==> config.mk <==
export PLATFORM = sky130hd
export DESIGN_NAME = instr_trace_uart_tx
export DESIGN_NICKNAME = d
export VERILOG_FILES = /design/src/rtl/instr_trace_uart_tx_pkg.sv /design/src/rtl/instr_trace_uart_tx_if.sv /design/src/rtl/instr_trace_uart_tx_fifo.sv /design/src/rtl/instr_trace_uart_tx.sv
export SDC_FILE = /design/constraint.sdc
export NUM_CORES = 1
export LEC_CHECK = 0
export ABC_AREA = 0
export BUFFER_PORTS_ARGS = -buffer_cell sky130_fd_sc_hd__buf_2
export CAP_MARGIN = 20
export CORE_MARGIN = 4
export CORE_UTILIZATION = 56
export DETAILED_ROUTE_END_ITERATION = 7
export PLACE_DENSITY = 0.73
export SLEW_MARGIN = 0
export SYNTH_ARGS = -nofsm -noshare
export SYNTH_HDL_FRONTEND = slang
export SYNTH_SLANG_ARGS = --single-unit
==> constraint.sdc <==
create_clock -name clk_clk -period 3.16 [get_ports clk_clk]
set_input_delay 0.474 -clock clk_clk [delete_from_list [all_inputs] [get_ports clk_clk]]
set_output_delay 0.474 -clock clk_clk [all_outputs]
set_load 0.05 [all_outputs]
==> src/rtl/instr_trace_uart_tx_pkg.sv <==
// Shared types and constants for the instruction trace UART.
// Imported by the FIFO bus interface and the trace transmitter.
package instr_trace_pkg;

    localparam int unsigned DEF_CLKS_PER_BIT = 434;
    localparam logic [31:0] DEF_HALT_WORD = 32'h0000_0001;
    localparam int unsigned TRACE_W = 32;

    typedef enum logic [1:0] {
        S_IDLE,
        S_START,
        S_DATA,
        S_STOP
    } tx_state_e;

endpackage

==> src/rtl/instr_trace_uart_tx_if.sv <==
// Push/pop bus between the trace capture logic and its FIFO.
// master drives push/pop/data, slave reports data and status.
interface trace_fifo_if;
    import instr_trace_pkg::*;

    logic               push;
    logic               pop;
    logic [TRACE_W-1:0] wdata;
    logic [TRACE_W-1:0] rdata;
    logic               full;
    logic               empty;

    modport master (
        output push, pop, wdata,
        input  rdata, full, empty
    );

    modport slave (
        input  push, pop, wdata,
        output rdata, full, empty
    );

endinterface

==> src/rtl/instr_trace_uart_tx_fifo.sv <==
// Single-clock show-ahead FIFO with count-based full/empty.
// A push while full is accepted only when a pop frees a slot.
module trace_fifo #(
    parameter int unsigned DEPTH = 16
) (
    input logic        clk,
    input logic        rst,
    trace_fifo_if.slave bus
);
    localparam int unsigned AW = (DEPTH > 1) ? $clog2(DEPTH) : 1;
    localparam int unsigned CW = AW + 1;

    logic [31:0]   mem [DEPTH];
    logic [AW-1:0] wr_ptr;
    logic [AW-1:0] rd_ptr;
    logic [CW-1:0] count;
    logic          do_push;
    logic          do_pop;

    assign bus.full  = (count == CW'(DEPTH));
    assign bus.empty = (count == '0);
    assign bus.rdata = mem[rd_ptr];

    assign do_pop  = bus.pop && !bus.empty;
    assign do_push = bus.push && (!bus.full || do_pop);

    // Storage array; contents need no reset, pointers guard them.
    always_ff @(posedge clk) begin
        if (do_push) begin
            mem[wr_ptr] <= bus.wdata;
        end
    end

    // Pointer and occupancy bookkeeping.
    always_ff @(posedge clk) begin
        if (rst) begin
            wr_ptr <= '0;
            rd_ptr <= '0;
            count  <= '0;
        end else begin
            if (do_push) wr_ptr <= wr_ptr + 1'b1;
            if (do_pop)  rd_ptr <= rd_ptr + 1'b1;
            unique case ({do_push, do_pop})
                2'b10:   count <= count + 1'b1;
                2'b01:   count <= count - 1'b1;
                default: count <= count;
            endcase
        end
    end

endmodule

==> src/rtl/instr_trace_uart_tx.sv <==
// Captures retiring instructions into a FIFO and streams each
// word as four 8N1 UART frames, most significant byte first.
module instr_trace_uart_tx
    import instr_trace_pkg::*;
#(
    parameter int unsigned CLKS_PER_BIT = DEF_CLKS_PER_BIT,
    parameter int unsigned FIFO_DEPTH   = 16,
    parameter logic [31:0] HALT_WORD    = DEF_HALT_WORD
) (
    input  logic        clk_clk,
    input  logic        reset_reset,
    input  logic [31:0] instr_wb,
    input  logic        instr_wb_valid,
    output logic        uart_TXD,
    output logic        fifo_overflow,
    output logic        halt_seen,
    output logic        busy
);
    localparam int unsigned BW =
        (CLKS_PER_BIT > 1) ? $clog2(CLKS_PER_BIT) : 1;
    localparam logic [BW-1:0] BAUD_LAST = BW'(CLKS_PER_BIT - 1);

    trace_fifo_if fifo_bus ();

    trace_fifo #(
        .DEPTH (FIFO_DEPTH)
    ) u_fifo (
        .clk (clk_clk),
        .rst (reset_reset),
        .bus (fifo_bus.slave)
    );

    tx_state_e     state;
    logic [BW-1:0] baud;
    logic [2:0]    bit_idx;
    logic [1:0]    byte_idx;
    logic [31:0]   sreg;
    logic [7:0]    cur_byte;
    logic          baud_last;
    logic          want;
    logic          pop;
    logic          push;
    logic          line;

    assign baud_last = (baud == BAUD_LAST);
    assign cur_byte  = sreg[31:24];

    // Words are taken only in IDLE; a full FIFO still accepts
    // a word on the edge where IDLE frees a slot.
    assign pop  = (state == S_IDLE) && !fifo_bus.empty;
    assign want = instr_wb_valid && !halt_seen;
    assign push = want && (!fifo_bus.full || pop);

    assign fifo_bus.push  = push;
    assign fifo_bus.pop   = pop;
    assign fifo_bus.wdata = instr_wb;

    // Line level implied by the current state, registered below.
    always_comb begin
        line = 1'b1;
        unique case (state)
            S_START: line = 1'b0;
            S_DATA:  line = cur_byte[bit_idx];
            default: line = 1'b1;
        endcase
    end

    // Sticky capture flags: halt on accepted sentinel, overflow on drop.
    always_ff @(posedge clk_clk) begin
        if (reset_reset) begin
            halt_seen     <= 1'b0;
            fifo_overflow <= 1'b0;
        end else begin
            if (push && (instr_wb == HALT_WORD)) halt_seen <= 1'b1;
            if (want && !push) fifo_overflow <= 1'b1;
        end
    end

    // Serializer FSM with registered line and busy outputs.
    always_ff @(posedge clk_clk) begin
        if (reset_reset) begin
            state    <= S_IDLE;
            baud     <= '0;
            bit_idx  <= '0;
            byte_idx <= '0;
            sreg     <= '0;
            uart_TXD <= 1'b1;
            busy     <= 1'b0;
        end else begin
            uart_TXD <= line;
            busy     <= (state != S_IDLE) || !fifo_bus.empty;
            unique case (state)
                S_IDLE: begin
                    if (!fifo_bus.empty) begin
                        sreg     <= fifo_bus.rdata;
                        byte_idx <= '0;
                        bit_idx  <= '0;
                        baud     <= '0;
                        state    <= S_START;
                    end
                end
                S_START: begin
                    if (baud_last) begin
                        baud  <= '0;
                        state <= S_DATA;
                    end else begin
                        baud <= baud + 1'b1;
                    end
                end
                S_DATA: begin
                    if (baud_last) begin
                        baud <= '0;
                        if (bit_idx == 3'd7) begin
                            bit_idx <= '0;
                            state   <= S_STOP;
                        end else begin
                            bit_idx <= bit_idx + 1'b1;
                        end
                    end else begin
                        baud <= baud + 1'b1;
                    end
                end
                S_STOP: begin
                    if (baud_last) begin
                        baud <= '0;
                        if (byte_idx != 2'd3) begin
                            byte_idx <= byte_idx + 1'b1;
                            sreg     <= {sreg[23:0], 8'h00};
                            state    <= S_START;
                        end else begin
                            byte_idx <= '0;
                            state    <= S_IDLE;
                        end
                    end else begin
                        baud <= baud + 1'b1;
                    end
                end
                default: state <= S_IDLE;
            endcase
        end
    end

endmodule
==> metrics <==
CP endpoint u_fifo.count[4]$_SDFFE_PP0P_; Power Dens Cells 770 mW/mm2; Critical Path, Cell by Cell or4_4, o31a_2, inv_1, ha_1, xor2_1, ha_1, a21oi_2, o22ai_1, a222oi_1, or4_1, nand2_1; nets 1,346; dominant cell type by area after synthesis edfxtp_1; Reg clk slew, reported paths 60 ps; Synth Area per Inst 18.7 um2; Yosys reg bits 581; Congestion Overflow GR 0; Vert. Die Dim 210 um; CP Capture Type register; # setup viols final 0; r2r endpoint u_fifo.count[4]$_SDFFE_PP0P_; IO Pins 39; initial DRC count 1,520; Final Wtd Congestion 0.817; drt first pass iters 6; Max stage delay on crit path 590 ps; antenna viol nets, final 0; slew margin rel. 24.3%; vias per cell 6.35; Detail Placement HPWL 27.8 mm; Synth area leaders edfxtp_1 (67%), mux4_2 (12%), dfxtp_1 (6.0%), mux2i_1 (1.2%), ha_1 (0.99%); warnings from Yosys 0; CP Launch Point u_fifo.count[1]$_SDFFE_PP0P_; die span in x 210 um; Comb pwr share 21.2%; filler instances 2,667; Post-CTS Setup Bufs 0; DRC Markers 0; switching share of power 27.2%; non-filler cells in the finished layout 1,865; top_reg_cell synth edfxtp_1; Die ar. 0.0441 mm2; Util after Layout 64.2%; max-slew violations 0; Least-Margin Pin Slew 1130 ps; slowest cell on the critical path or4_4; Initial Util 57.1%; Post-Synthesis Net Count 1,277; Final period util 91.9%; FP Rows 73; Inst Count DP 1,758; Layout area overhead 12.6%; Hold Crit Start instr_wb[10]; Post-synth EDFFs 512; worst hold-check path type primary input to register; vias post-DR 11,800; Psw 5.38 mW; setup TNS 0 ps; Placeable Area 0.0400 mm2; Worst Path Arrival 3390 ps; # H-tree levels 2; Crit path top cell by count ha_1; launch point of the worst reg-to-reg path u_fifo.count[1]$_SDFFE_PP0P_; Seq/Total Area, Yosys 73.4%; layout cells sized above 1 23.8%; Synth cell types 70; Max Clk Rate 344 MHz; peak supply drop 0.769 mV; Mapped Area 0.0228 mm2; Post-synth top cells edfxtp_1 (512), mux4_2 (123), dfxtp_1 (69), nor2_1 (58), nand2_1 (48); Max-Cap Viols 0; clk sink count 581; CP Max Fanout 6; DR WL/cell 26.6 um; internal power 14.4 mW; Critical Path RT 3640 ps; flop2flop setup slack 260 ps; CP startpoint kind register; CTS tree yes; reg2reg path depth 11; global-route wire length before repair 75.1 mm; CTS Buf Count 56; Synth top area share 67.3%; final-report hold violation count 0; Clock Power Share 33.6%; port buffer count 38; initial antenna violation count 2; GRT Overall Usage 22.7%; Crit Path Class register to register; clock latency on the worst-skew pair 600 ps; Routed WL 49.6 mm; Syn Inst Count 1,224; vias in the first global route 11,800; Period minus WS final 2900 ps; largest net degree at the start of global routing 50; Worst Skew 18.3 ps; CTS root buffer clkbuf_16; CTS Buffer Depth 3; leakage 8.20 nW; RSZ-0062 raised after global routing false; count leader, synth edfxtp_1; sequential share of power 45.2%; outcome complete, no violations; ys async rst share 0%
## through the flow
| stage | cell area (um2) | hold WS (ps) | setup slack, ps | total power [mW] |
|---|---|---|---|---|
| finish | 25700 | 263 | 257 | 19.8 |
| global route | 25700 | 262 | 8.70 | 20.6 |
| CTS | 25600 | 236 | 102 | 19.9 |
| detailed placement | 23800 | 450 | 116 | 13.3 |
| global placement | 23800 | 442 | 260 | 13.2 |
| floorplan | 22800 | 427 | 124 | 12.2 |
## metal layers
metal,global-route usage (%),up-vias,share of wire (%)
met5,0,-,0
met4,7.61,0,3.0
met3,3.27,73,6.6
met2,36.6,489,50
met1,32.6,6150,41
li1,-,5130,-
## timing repair
action,4_1_cts,5_1_grt
resized for setup,0,1
hold buffers,0,0
setup endpoints to repair,0,1
## power by group through the flow
stage / logic (mW) / registers, mW / clock network [mW]
after global placement: 4.08 / 9.08 / 0
after floorplan: 3.15 / 9.01 / 0
after CTS: 4.20 / 8.94 / 6.74
after detailed placement: 4.17 / 9.10 / 0
after global routing: 4.54 / 8.97 / 7.10
final: 4.19 / 8.94 / 6.66
## how the worst min path moves through the flow
| stage | end | slack [ps] | depth (start not counted) |
|---|---|---|---|
| after floorplan | sreg[28]$_SDFFE_PP0P_ | 430 | 1 |
| after global placement | sreg[28]$_SDFFE_PP0P_ | 440 | 1 |
| after detailed placement | sreg[29]$_SDFFE_PP0P_ | 450 | 1 |
| after CTS | u_fifo.mem[0][16]$_DFFE_PP_ | 240 | 1 |
| after global routing | u_fifo.mem[0][16]$_DFFE_PP_ | 260 | 1 |
| final | u_fifo.mem[12][10]$_DFFE_PP_ | 260 | 1 |
## state kept, by name (all words and copies together), names as in the netlist, 2 cells and up, named ones only
signal	flops
byte_idx	2
bit_idx	3
u_fifo.wr_ptr	4
state	2
baud	9
u_fifo.mem	512
u_fifo.count	5
u_fifo.rd_ptr	4
sreg	32
## placed cells by master, fill, tap and decap left out, drive strengths merged, types with 3 or more instances in the layout
| cell | n |
|---|---|
| and2 | 18 |
| a22oi | 24 |
| o21ai | 17 |
| nand2b | 6 |
| a311oi | 6 |
| edfxtp | 512 |
| a211oi | 5 |
| nor3 | 24 |
| nand2 | 49 |
| bufinv | 7 |
| nand4 | 7 |
| mux4 | 123 |
| mux2i | 28 |
| clkbuf | 73 |
| a21oi | 22 |
| ha | 18 |
| a22o | 6 |
| o22ai | 13 |
| a31oi | 18 |
| nor2 | 59 |
| clkinv | 23 |
| dfxtp | 69 |
| xnor2 | 3 |
| buf | 79 |
| inv | 10 |
| and3 | 7 |
| nor3b | 4 |
| nor4 | 13 |
| xor2 | 7 |
| and4 | 5 |
| nor2b | 11 |
| nand3 | 28 |
| o2bb2ai | 10 |
## critical path: cells and delay by family, from the launching register on
kind / cells / cell delay (ps)
flip-flops: 1 / 370
AND/OR/NAND/NOR: 3 / 810
buffers and inverters: 1 / 130
adder cells (fa/ha/maj): 2 / 400
XOR/XNOR: 1 / 70
AO/OA/AOI/OAI: 4 / 1020
## cells by family after synthesis
family          share of synthesized area (%)
compound gates                           4.37
xor+xnor                                0.384
fa+ha+maj                               0.986
buf+inv                                  1.78
flops                                    73.4
mux                                      13.4
simple gates                             5.70
## cell type report
class,instances,area [um2],share of cell area [%]
diodes,2,5.00,0.0195
clock buffers,73,1500,5.82
clock inverters,30,327,1.27
inverters,10,37.5,0.146
multi-input cells,565,5700,22.2
flip-flops and latches,581,16800,65.2
well taps,525,657,2.56
repair buffers,79,718,2.79
Power figures use the tool's default switching activity.
